## src/rtl/mem_stage_lsu.sv

```systemverilog
// rtl/mem_stage_lsu.sv - MEM-stage load/store unit: req/ack data bus, lane steering, load extension
module mem_stage_lsu #(
    parameter int unsigned ADDR_LIMIT = 9184,
    parameter int unsigned TIMEOUT    = 64
) (
    input  logic        clk,
    input  logic        rst,
    input  logic        req_valid,
    input  logic        req_load,
    input  logic        req_store,
    input  logic [2:0]  req_func3,
    input  logic [31:0] req_addr,
    input  logic [63:0] req_wdata,
    input  logic [4:0]  req_rd,
    output logic        stall,
    output logic        resp_valid,
    output logic        resp_load,
    output logic [4:0]  resp_rd,
    output logic [63:0] resp_data,
    output logic        fault,
    output logic        mem_req,
    output logic        mem_we,
    output logic [31:0] mem_addr,
    output logic [7:0]  mem_be,
    output logic [63:0] mem_wdata,
    input  logic        mem_ack,
    input  logic [63:0] mem_rdata
);

    localparam int CW = $clog2(TIMEOUT) + 1;

    typedef enum logic [1:0] {
        S_IDLE,
        S_BUSY,
        S_DONE,
        S_ERR
    } state_t;

    state_t state_q, state_d;

    logic [CW-1:0] cnt_q;
    logic          we_q;
    logic          load_q;
    logic [4:0]    rd_q;
    logic [31:0]   addr_q;
    logic [7:0]    be_q;
    logic [63:0]   wdata_q;
    logic [2:0]    off_q;
    logic [1:0]    size_q;
    logic          uns_q;
    logic [63:0]   rdata_q;

    logic          accept;
    logic [2:0]    amask;
    logic [7:0]    lane_mask;
    logic [32:0]   last_byte;
    logic          illegal;
    logic [63:0]   rd_shifted;
    logic [63:0]   rd_fmt;

    assign accept = req_valid & (req_load | req_store);

    // amask is both the alignment mask and (size in bytes - 1)
    always_comb begin
        amask     = 3'b000;
        lane_mask = 8'h01;
        case (req_func3[1:0])
            2'd0: begin amask = 3'b000; lane_mask = 8'h01; end
            2'd1: begin amask = 3'b001; lane_mask = 8'h03; end
            2'd2: begin amask = 3'b011; lane_mask = 8'h0F; end
            default: begin amask = 3'b111; lane_mask = 8'hFF; end
        endcase
    end

    assign last_byte = {1'b0, req_addr} + {30'd0, amask};
    assign illegal   = ((req_addr[2:0] & amask) != 3'b000)
                     | (last_byte > 33'(ADDR_LIMIT))
                     | (req_load & req_store);

    assign rd_shifted = mem_rdata >> {off_q, 3'b000};

    always_comb begin
        rd_fmt = rd_shifted;
        case (size_q)
            2'd0: rd_fmt = uns_q ? {56'd0, rd_shifted[7:0]}  : {{56{rd_shifted[7]}},  rd_shifted[7:0]};
            2'd1: rd_fmt = uns_q ? {48'd0, rd_shifted[15:0]} : {{48{rd_shifted[15]}}, rd_shifted[15:0]};
            2'd2: rd_fmt = uns_q ? {32'd0, rd_shifted[31:0]} : {{32{rd_shifted[31]}}, rd_shifted[31:0]};
            default: rd_fmt = rd_shifted;
        endcase
    end

    // an ack in the final allowed cycle still completes normally
    always_comb begin
        state_d = state_q;
        case (state_q)
            S_IDLE: if (accept) state_d = illegal ? S_ERR : S_BUSY;
            S_BUSY: begin
                if (mem_ack)
                    state_d = S_DONE;
                else if (cnt_q == CW'(TIMEOUT - 1))
                    state_d = S_ERR;
            end
            S_DONE:  state_d = S_IDLE;
            default: state_d = S_IDLE;
        endcase
    end

    always_ff @(posedge clk) begin
        if (rst) begin
            state_q <= S_IDLE;
            cnt_q   <= '0;
            we_q    <= 1'b0;
            load_q  <= 1'b0;
            rd_q    <= 5'd0;
            addr_q  <= 32'd0;
            be_q    <= 8'd0;
            wdata_q <= 64'd0;
            off_q   <= 3'd0;
            size_q  <= 2'd0;
            uns_q   <= 1'b0;
            rdata_q <= 64'd0;
        end else begin
            state_q <= state_d;
            if (state_q == S_BUSY && state_d == S_BUSY)
                cnt_q <= cnt_q + 1'b1;
            else
                cnt_q <= '0;
            if (state_q == S_IDLE && accept) begin
                we_q    <= req_store;
                load_q  <= req_load;
                rd_q    <= req_rd;
                addr_q  <= {req_addr[31:3], 3'b000};
                be_q    <= lane_mask << req_addr[2:0];
                wdata_q <= req_store ? (req_wdata << {req_addr[2:0], 3'b000}) : 64'd0;
                off_q   <= req_addr[2:0];
                size_q  <= req_func3[1:0];
                uns_q   <= req_func3[2];
            end
            if (state_q == S_BUSY && mem_ack)
                rdata_q <= rd_fmt;
        end
    end

    assign stall      = (state_q == S_BUSY) || (state_q == S_IDLE && accept);
    assign mem_req    = (state_q == S_BUSY);
    assign mem_we     = mem_req & we_q;
    assign mem_addr   = mem_req ? addr_q : 32'd0;
    assign mem_be     = mem_req ? be_q : 8'd0;
    assign mem_wdata  = mem_req ? wdata_q : 64'd0;
    assign resp_valid = (state_q == S_DONE);
    assign resp_load  = resp_valid & load_q;
    assign resp_rd    = resp_load ? rd_q : 5'd0;
    assign resp_data  = resp_load ? rdata_q : 64'd0;
    assign fault      = (state_q == S_ERR);

endmodule

```

## config.mk

```make
export PLATFORM = sky130hd
export DESIGN_NAME = mem_stage_lsu
export DESIGN_NICKNAME = d
export VERILOG_FILES = /design/src/rtl/mem_stage_lsu.sv
export SDC_FILE = /design/constraint.sdc
export NUM_CORES = 1
export LEC_CHECK = 0
export ABC_AREA = 1
export BUFFER_PORTS_ARGS = -buffer_cell sky130_fd_sc_hd__buf_2
export CAP_MARGIN = 20
export CORE_AREA = 2 2 169 171
export CTS_CLUSTER_SIZE = 28
export DETAILED_ROUTE_END_ITERATION = 7
export DIE_AREA = 0 0 171 173
export GPL_TIMING_DRIVEN = 0
export PLACE_DENSITY = 0.81
export REMOVE_ABC_BUFFERS = 1
export SLEW_MARGIN = 20
export SYNTH_ARGS = -nofsm -noshare
export SYNTH_HDL_FRONTEND = slang
export SYNTH_SLANG_ARGS = --single-unit
```

## constraint.sdc

```tcl
create_clock -name clk -period 4.4 [get_ports clk]
set_input_delay 0.88 -clock clk [delete_from_list [all_inputs] [get_ports clk]]
set_output_delay 0.88 -clock clk [all_outputs]
set_load 0.01 [all_outputs]
```

==> results of run 1 <==
worst reg2reg max path, delay by kind of cell (launching register included):
family,cells,cell delay [ps]
and+or+nand+nor,3,1480
buffers and inverters,6,1280
DFF,1,460
AOI/OAI and AO/OA,1,190
worst max path at each step:
stage	from	endpoint	cells past startpoint
after global placement	req_load	wdata_q[63]$_SDFFE_PP0P_	9
final	req_addr[1]	cnt_q[6]$_SDFF_PP0_	18
after floorplan	req_load	wdata_q[1]$_SDFFE_PP0P_	8
after global routing	req_addr[1]	cnt_q[5]$_SDFF_PP0_	18
after CTS	req_addr[1]	cnt_q[6]$_SDFF_PP0_	18
after detailed placement	req_addr[1]	cnt_q[6]$_SDFF_PP0_	18
kinds of logic (layout without fill, tap and decap cells):
group / after synthesis / in the layout / share of synthesized area
AND/OR/NAND/NOR: 835 / 835 / 0.282
multiplexers: 36 / 36 / 0.0293
adder cells (fa/ha/maj): 6 / 6 / 0.00672
buffers and inverters: 438 / 687 / 0.139
flip-flops: 187 / 187 / 0.305
AO/OA/AOI/OAI: 487 / 487 / 0.228
other: 1 / 4 / 0.000305
XOR/XNOR: 15 / 15 / 0.0107
through the flow:
step	utilization	total power (W)
2_1_floorplan	-	0.00245
3_3_place_gp	0.504	0.00282
3_5_place_dp	0.515	0.00288
4_1_cts	0.537	0.00452
5_1_grt	0.538	0.00473
6_report	0.538	0.00451
flip-flops by register name, indices dropped and copies added, names as in the netlist:
register  flops
cnt_q         7
addr_q       29
off_q         3
state_q       2
uns_q         1
load_q        1
rdata_q      64
wdata_q      64
rd_q          5
be_q          8
we_q          1
size_q        2
cell type report:
cell class / instances / area (um^2)
diodes: 1 / 2.50
flip-flops and latches: 187 / 3750
fillers: 2835 / 12800
clock inverters: 13 / 164
well taps: 378 / 473
clock buffers: 18 / 439
repair buffers: 360 / 2010
multi-input cells: 1382 / 6890
inverters: 296 / 1130
layout by cell type, fill, tap and decap left out, types with 3 or more instances in the layout:
cell type,instances
nor2_2,18
a32oi_1,7
xnor2_1,6
nand2_1,425
nand3_1,73
buf_16,6
o21ai_0,188
dfxtp_1,184
o311ai_0,5
nand2_4,3
o21ai_1,3
ha_1,5
mux2i_1,36
a21oi_1,159
inv_2,7
nor2_1,268
a221oi_1,16
buf_2,346
clkinv_4,5
nand3b_1,7
bufinv_16,3
nand4_1,8
inv_1,284
o211ai_1,53
clkinv_2,3
inv_6,4
nor2_4,10
nand2_2,5
clkbuf_16,17
o31ai_1,4
a211oi_1,3
buf_12,4
a31oi_1,30
buf_4,3
nor3_1,10
conb_1,3
o221ai_1,11
xor2_1,9
timing repair:
action                     in CTS  in global routing
resized for setup               1                  0
setup endpoints to repair       8                  0
hold buffers                    0                  0
per-layer routing:
| metal | track usage | vias up | part of all wire |
|---|---|---|---|
| met5 | 0 | - | 0 |
| met4 | 0.112 | 0 | 0.032 |
| met3 | 0.0558 | 90 | 0.091 |
| li1 | - | 6925 | - |
| met1 | 0.353 | 6459 | 0.42 |
| met2 | 0.440 | 760 | 0.46 |
report_power, final:
group          total (W)  switching (W)  internal [W]
clock            0.00165       0.000735      0.000914
sequential       0.00186      0.0000765       0.00179
combinational    0.00100       0.000665      0.000337
total            0.00451        0.00148       0.00304
==> metrics, run 1 <==
total grt overflow 0; Initial Util 0.445; I/O pin total 353; Synth Flop Type dfxtp_1; Final period util 0.870; Required @ worst endpoint 4780 ps; Worst path slowest cell fa_1; Post-Synthesis Cells 2005; pwr dens 304 nW/um^2; H-Tree Depth 4; WP buf/inv 3; total CTS buffers 17; VDD IR max 0.271 mV; Initial DRC Count 1209; worst slew pin tran ~1200 ps; Yosys reg bits about 190; Fmax 0.261 GHz; CTS tree yes; R2R Setup Slk 830 ps; hold path start addr_q[5]$_SDFFE_PP0P_; initial antenna violation count 1; design area 14900 um^2; final critical-path setup slack 572 ps; min Tclk post-route ~3800 ps; first-pass GRT wire length 65.5 mm; slowest stage delay, CP 600 ps; DRC viols 0; final setup vio count 0; setup repair bufs after CTS 0; vias per cell 5.40; worst path cell trace buf_4, clkinv_4, fa_1, inv_1, nand3_1, nand2_2, nand2_1, nor2_2, nand3_1, nand2_1, nand2_1, nor2_1, nand3_1, nor2_1, nand3_1, nand2_2, nand3_4, nor2_2; final net count 2424; die width between 150 and 200 um; share of Yosys cell area claimed by the top area cell type 0.305; hold path depth 2; RSZ-0062 raised after global routing no; asr flop ratio synth 0; max-slew violations 0; placed cell count 2603; Worst Hold End addr_q[5]$_SDFFE_PP0P_; Syn Std Cell Area between 10000 and 15000 um^2; Leakage 6.69 nW; global placement routability congestion 0.965; Yosys top cell by area dfxtp_1; Area Growth Syn to Fin 20.9%; Top cell by count, worst path nand3_1; final count of hold timing violations 0; largest net degree at the start of global routing 92; most common library cells after synthesis nand2_1, inv_1, nor2_1; YS warnings 0; DP HPWL 29.1 mm; Fin Clk Skew 13.1 ps; Worst EP arrival 4200 ps; CP max FO 69; port bufs 349; outcome complete, no violations; die height 173 um; critical path launch point type input port; post-place instance area 14200 um^2; Pre-antenna DRT Iters 6; area of the core 27600 um^2; hold slack 456 ps; die area approximately 30000 um^2; vias in the first global route 12900; count leader, synth nand2_1; non-filler cells, final 2635; Max Cap Viol 0; crit path capture type flip-flop; CTS max path bufs 2; Via Count 14200; Seq/Total Area, Yosys 0.305; Total GRT Usage 0.273; Worst Reg-to-Reg Cells 10; critical path class in -> reg; Synth area leaders dfxtp_1, nand2_1, inv_1; Largest delay share family, worst path simple AND/OR/NAND/NOR gates; R2R Path End rdata_q[16]$_SDFFE_PP0P_; Max transition margin 0.219; pre-CTS WS -716 ps; clk sinks between 150 and 200; Hold Crit Class reg -> reg; EDFF count, synth 0; syn avg cell area 6.13 um^2; detailed-route wire length roughly 42 mm; Netlist cell types 48; layout cells sized above 1 0.198; Critical R2R Launch state_q[0]$_SDFF_PP0_; setup tns final 0 ps; CTS root buf clkbuf_16; post-DR wirelength/cell 15.9 um; Clock transition at path regs 70 ps; number of routed nets with antenna violations 0; Cell Rows 61; Clock Latency Late Sink 430 ps
Note: power is estimated with default switching activity, not from simulation.
==> run 2: changes to the inputs <==
CORE_AREA = 2 2 201 144   (was 2 2 169 171)
DIE_AREA = 0 0 203 146   (was 0 0 171 173)
HOLD_SLACK_MARGIN = 0.12   (was not set)
==> run 2 against run 1 <==
- core utilization up 0.16 points
- register-to-register slack gained 130 ps
- global-route usage rose by 0.22 points
==> metrics, run 2 (synthesis results as in run 1) <==
outcome complete, no violations; Initial DRC Count 1370 (+13%); Cell Rows 51 (-16%); fin util 0.539 (+0.00161); min Tclk post-route 3820 ps (-8.11 ps); area of the core 27500 um^2 (-0.46%); DP HPWL 29.2 mm (+0.34%); Total GRT Usage 0.275 (+0.00217); total CTS buffers 17 (unchanged); total grt overflow 0 (unchanged); post-DR wirelength/cell 16.1 um (+1.5%); Fmax 0.262 GHz (+0.21%); crit path capture type flip-flop; layout cells sized above 1 0.199 (+0.000443); Max Cap Viol 0 (unchanged); clk sinks 187 (unchanged); design area 14800 um^2 (-0.16%); Leakage 6.67 nW (-0.24%); Required @ worst endpoint 4790 ps (about the same); die width 203 um (+19%); CTS max path bufs 2 (unchanged); die area 29600 um^2 (+0.19%); Final period util 0.868 (-0.00184); largest net degree at the start of global routing 115 (+25%); max-slew violations 0 (unchanged); RSZ-0062 raised after global routing no; global placement routability congestion 0.926 (-4.1%); pwr dens 303 nW/um^2 (-0.23%); Clock Latency Late Sink 450 ps (+20 ps); Clock transition at path regs 70 ps (about the same); I/O pin total 353 (unchanged); setup tns final 0 ps (unchanged); H-Tree Depth 4 (unchanged); CP max FO 69 (unchanged); CTS root buf clkbuf_16; post-place instance area 14200 um^2 (-0.18%); vias per cell 5.40 (about the same); Hold Crit Class reg -> reg; initial antenna violation count 2 (+1); final net count 2423 (-0.041%); Max transition margin 0.312 (+0.0933); Via Count 14200 (-0.31%); critical path launch point type input port; first-pass GRT wire length 66.2 mm (+1.0%); most frequent cells in the layout nand2_1, buf_2, inv_1; commonest non-fill, non-tap cell in the layout nand2_1; worst slew pin tran 1030 ps (-139 ps); Area Growth Syn to Fin 20.7%; Fillers 2731 (-3.7%); Fin Clk Skew 13.4 ps (+0.253 ps); vias in the first global route 13100 (+0.97%); number of routed nets with antenna violations 0 (unchanged); critical path class in -> reg; Worst EP arrival 4210 ps (about the same); detailed-route wire length 42.3 mm (+1.3%); Initial Util 0.447 (+0.00204); port bufs 349 (unchanged); die height 146 um (-16%); DRC viols 0 (unchanged); Pre-antenna DRT Iters 5 (-1); final setup vio count 0 (unchanged); CTS tree yes; Regs by FF count rdata_q (64), wdata_q (64), addr_q (29); VDD IR max 0.270 mV (-0.44%); final count of hold timing violations 0 (unchanged)
[run 2: power breakdown]
group          leakage (nW)  internal (W)  total [W]  switching (W)
combinational          4.85      0.000338    0.00100       0.000666
clock                 0.295      0.000867    0.00163       0.000762
sequential             1.53       0.00179    0.00186      0.0000774
[run 2: area by class of cell]
| cell class | count | area, um^2 | share of cell area |
|---|---|---|---|
| multi-input cells | 1382 | 6890 | 0.464 |
| flip-flops and latches | 187 | 3750 | 0.253 |
| repair buffers | 359 | 2000 | 0.135 |
| inverters | 296 | 1130 | 0.0761 |
| well taps | 371 | 464 | 0.0313 |
| clock buffers | 18 | 439 | 0.0296 |
| clock inverters | 14 | 158 | 0.0106 |
| diodes | 2 | 5.00 | 0.000337 |
[run 2: path summary, 6_finish.rpt]
kind                           start                  endpoint  slack, ps  cells after the start
min          addr_q[31]$_SDFFE_PP0P_   addr_q[31]$_SDFFE_PP0P_        460                      2
max                      req_addr[1]       cnt_q[5]$_SDFF_PP0_        580                     18
max reg2reg    off_q[0]$_SDFFE_PP0P_  rdata_q[27]$_SDFFE_PP0P_        960                      9
min reg2reg  addr_q[31]$_SDFFE_PP0P_   addr_q[31]$_SDFFE_PP0P_        460                      2
[run 2: critical path: stages]
cell      delay [ps]
buf_4            530
clkinv_4         510
fa_1             590
inv_1            120
nand3_1           90
nand2_2          130
nand2_1          130
nor2_2           170
nand3_1           80
nand2_1           80
nand2_1           50
nor2_1            90
nand3_1           80
nor2_1           100
nand3_1          120
nand2_2          120
nand3_4          140
nor2_2           110
[run 2: per-stage QoR]
step / cells / hold WS, ps / setup WS [ps] / power [W]
after floorplan: 1865 / 428 / 139 / 0.00245
after global placement: 2585 / 437 / -2420 / 0.00281
after detailed placement: 2595 / 445 / -693 / 0.00288
after CTS: 2627 / 459 / 171 / 0.00450
after global routing: 2628 / 475 / 382 / 0.00470
final: 2629 / 456 / 580 / 0.00450
[run 2: metal layers]
layer / share of wire / vias to the layer above / wire (um) / track usage
met5: 0 / - / 0 / 0
met4: 0.026 / 0 / 1090 / 0.103
met3: 0.088 / 82 / 3710 / 0.0528
met2: 0.45 / 729 / 19200 / 0.445
met1: 0.43 / 6451 / 18300 / 0.363
li1: - / 6928 / - / -
[run 2: timing repair]
| action | 4_1_cts | 5_1_grt |
|---|---|---|
| buffers inserted | 0 | 0 |
| hold buffers | 0 | 0 |
| resized for setup | 1 | 0 |
| endpoints found under the setup margin | 8 | 0 |
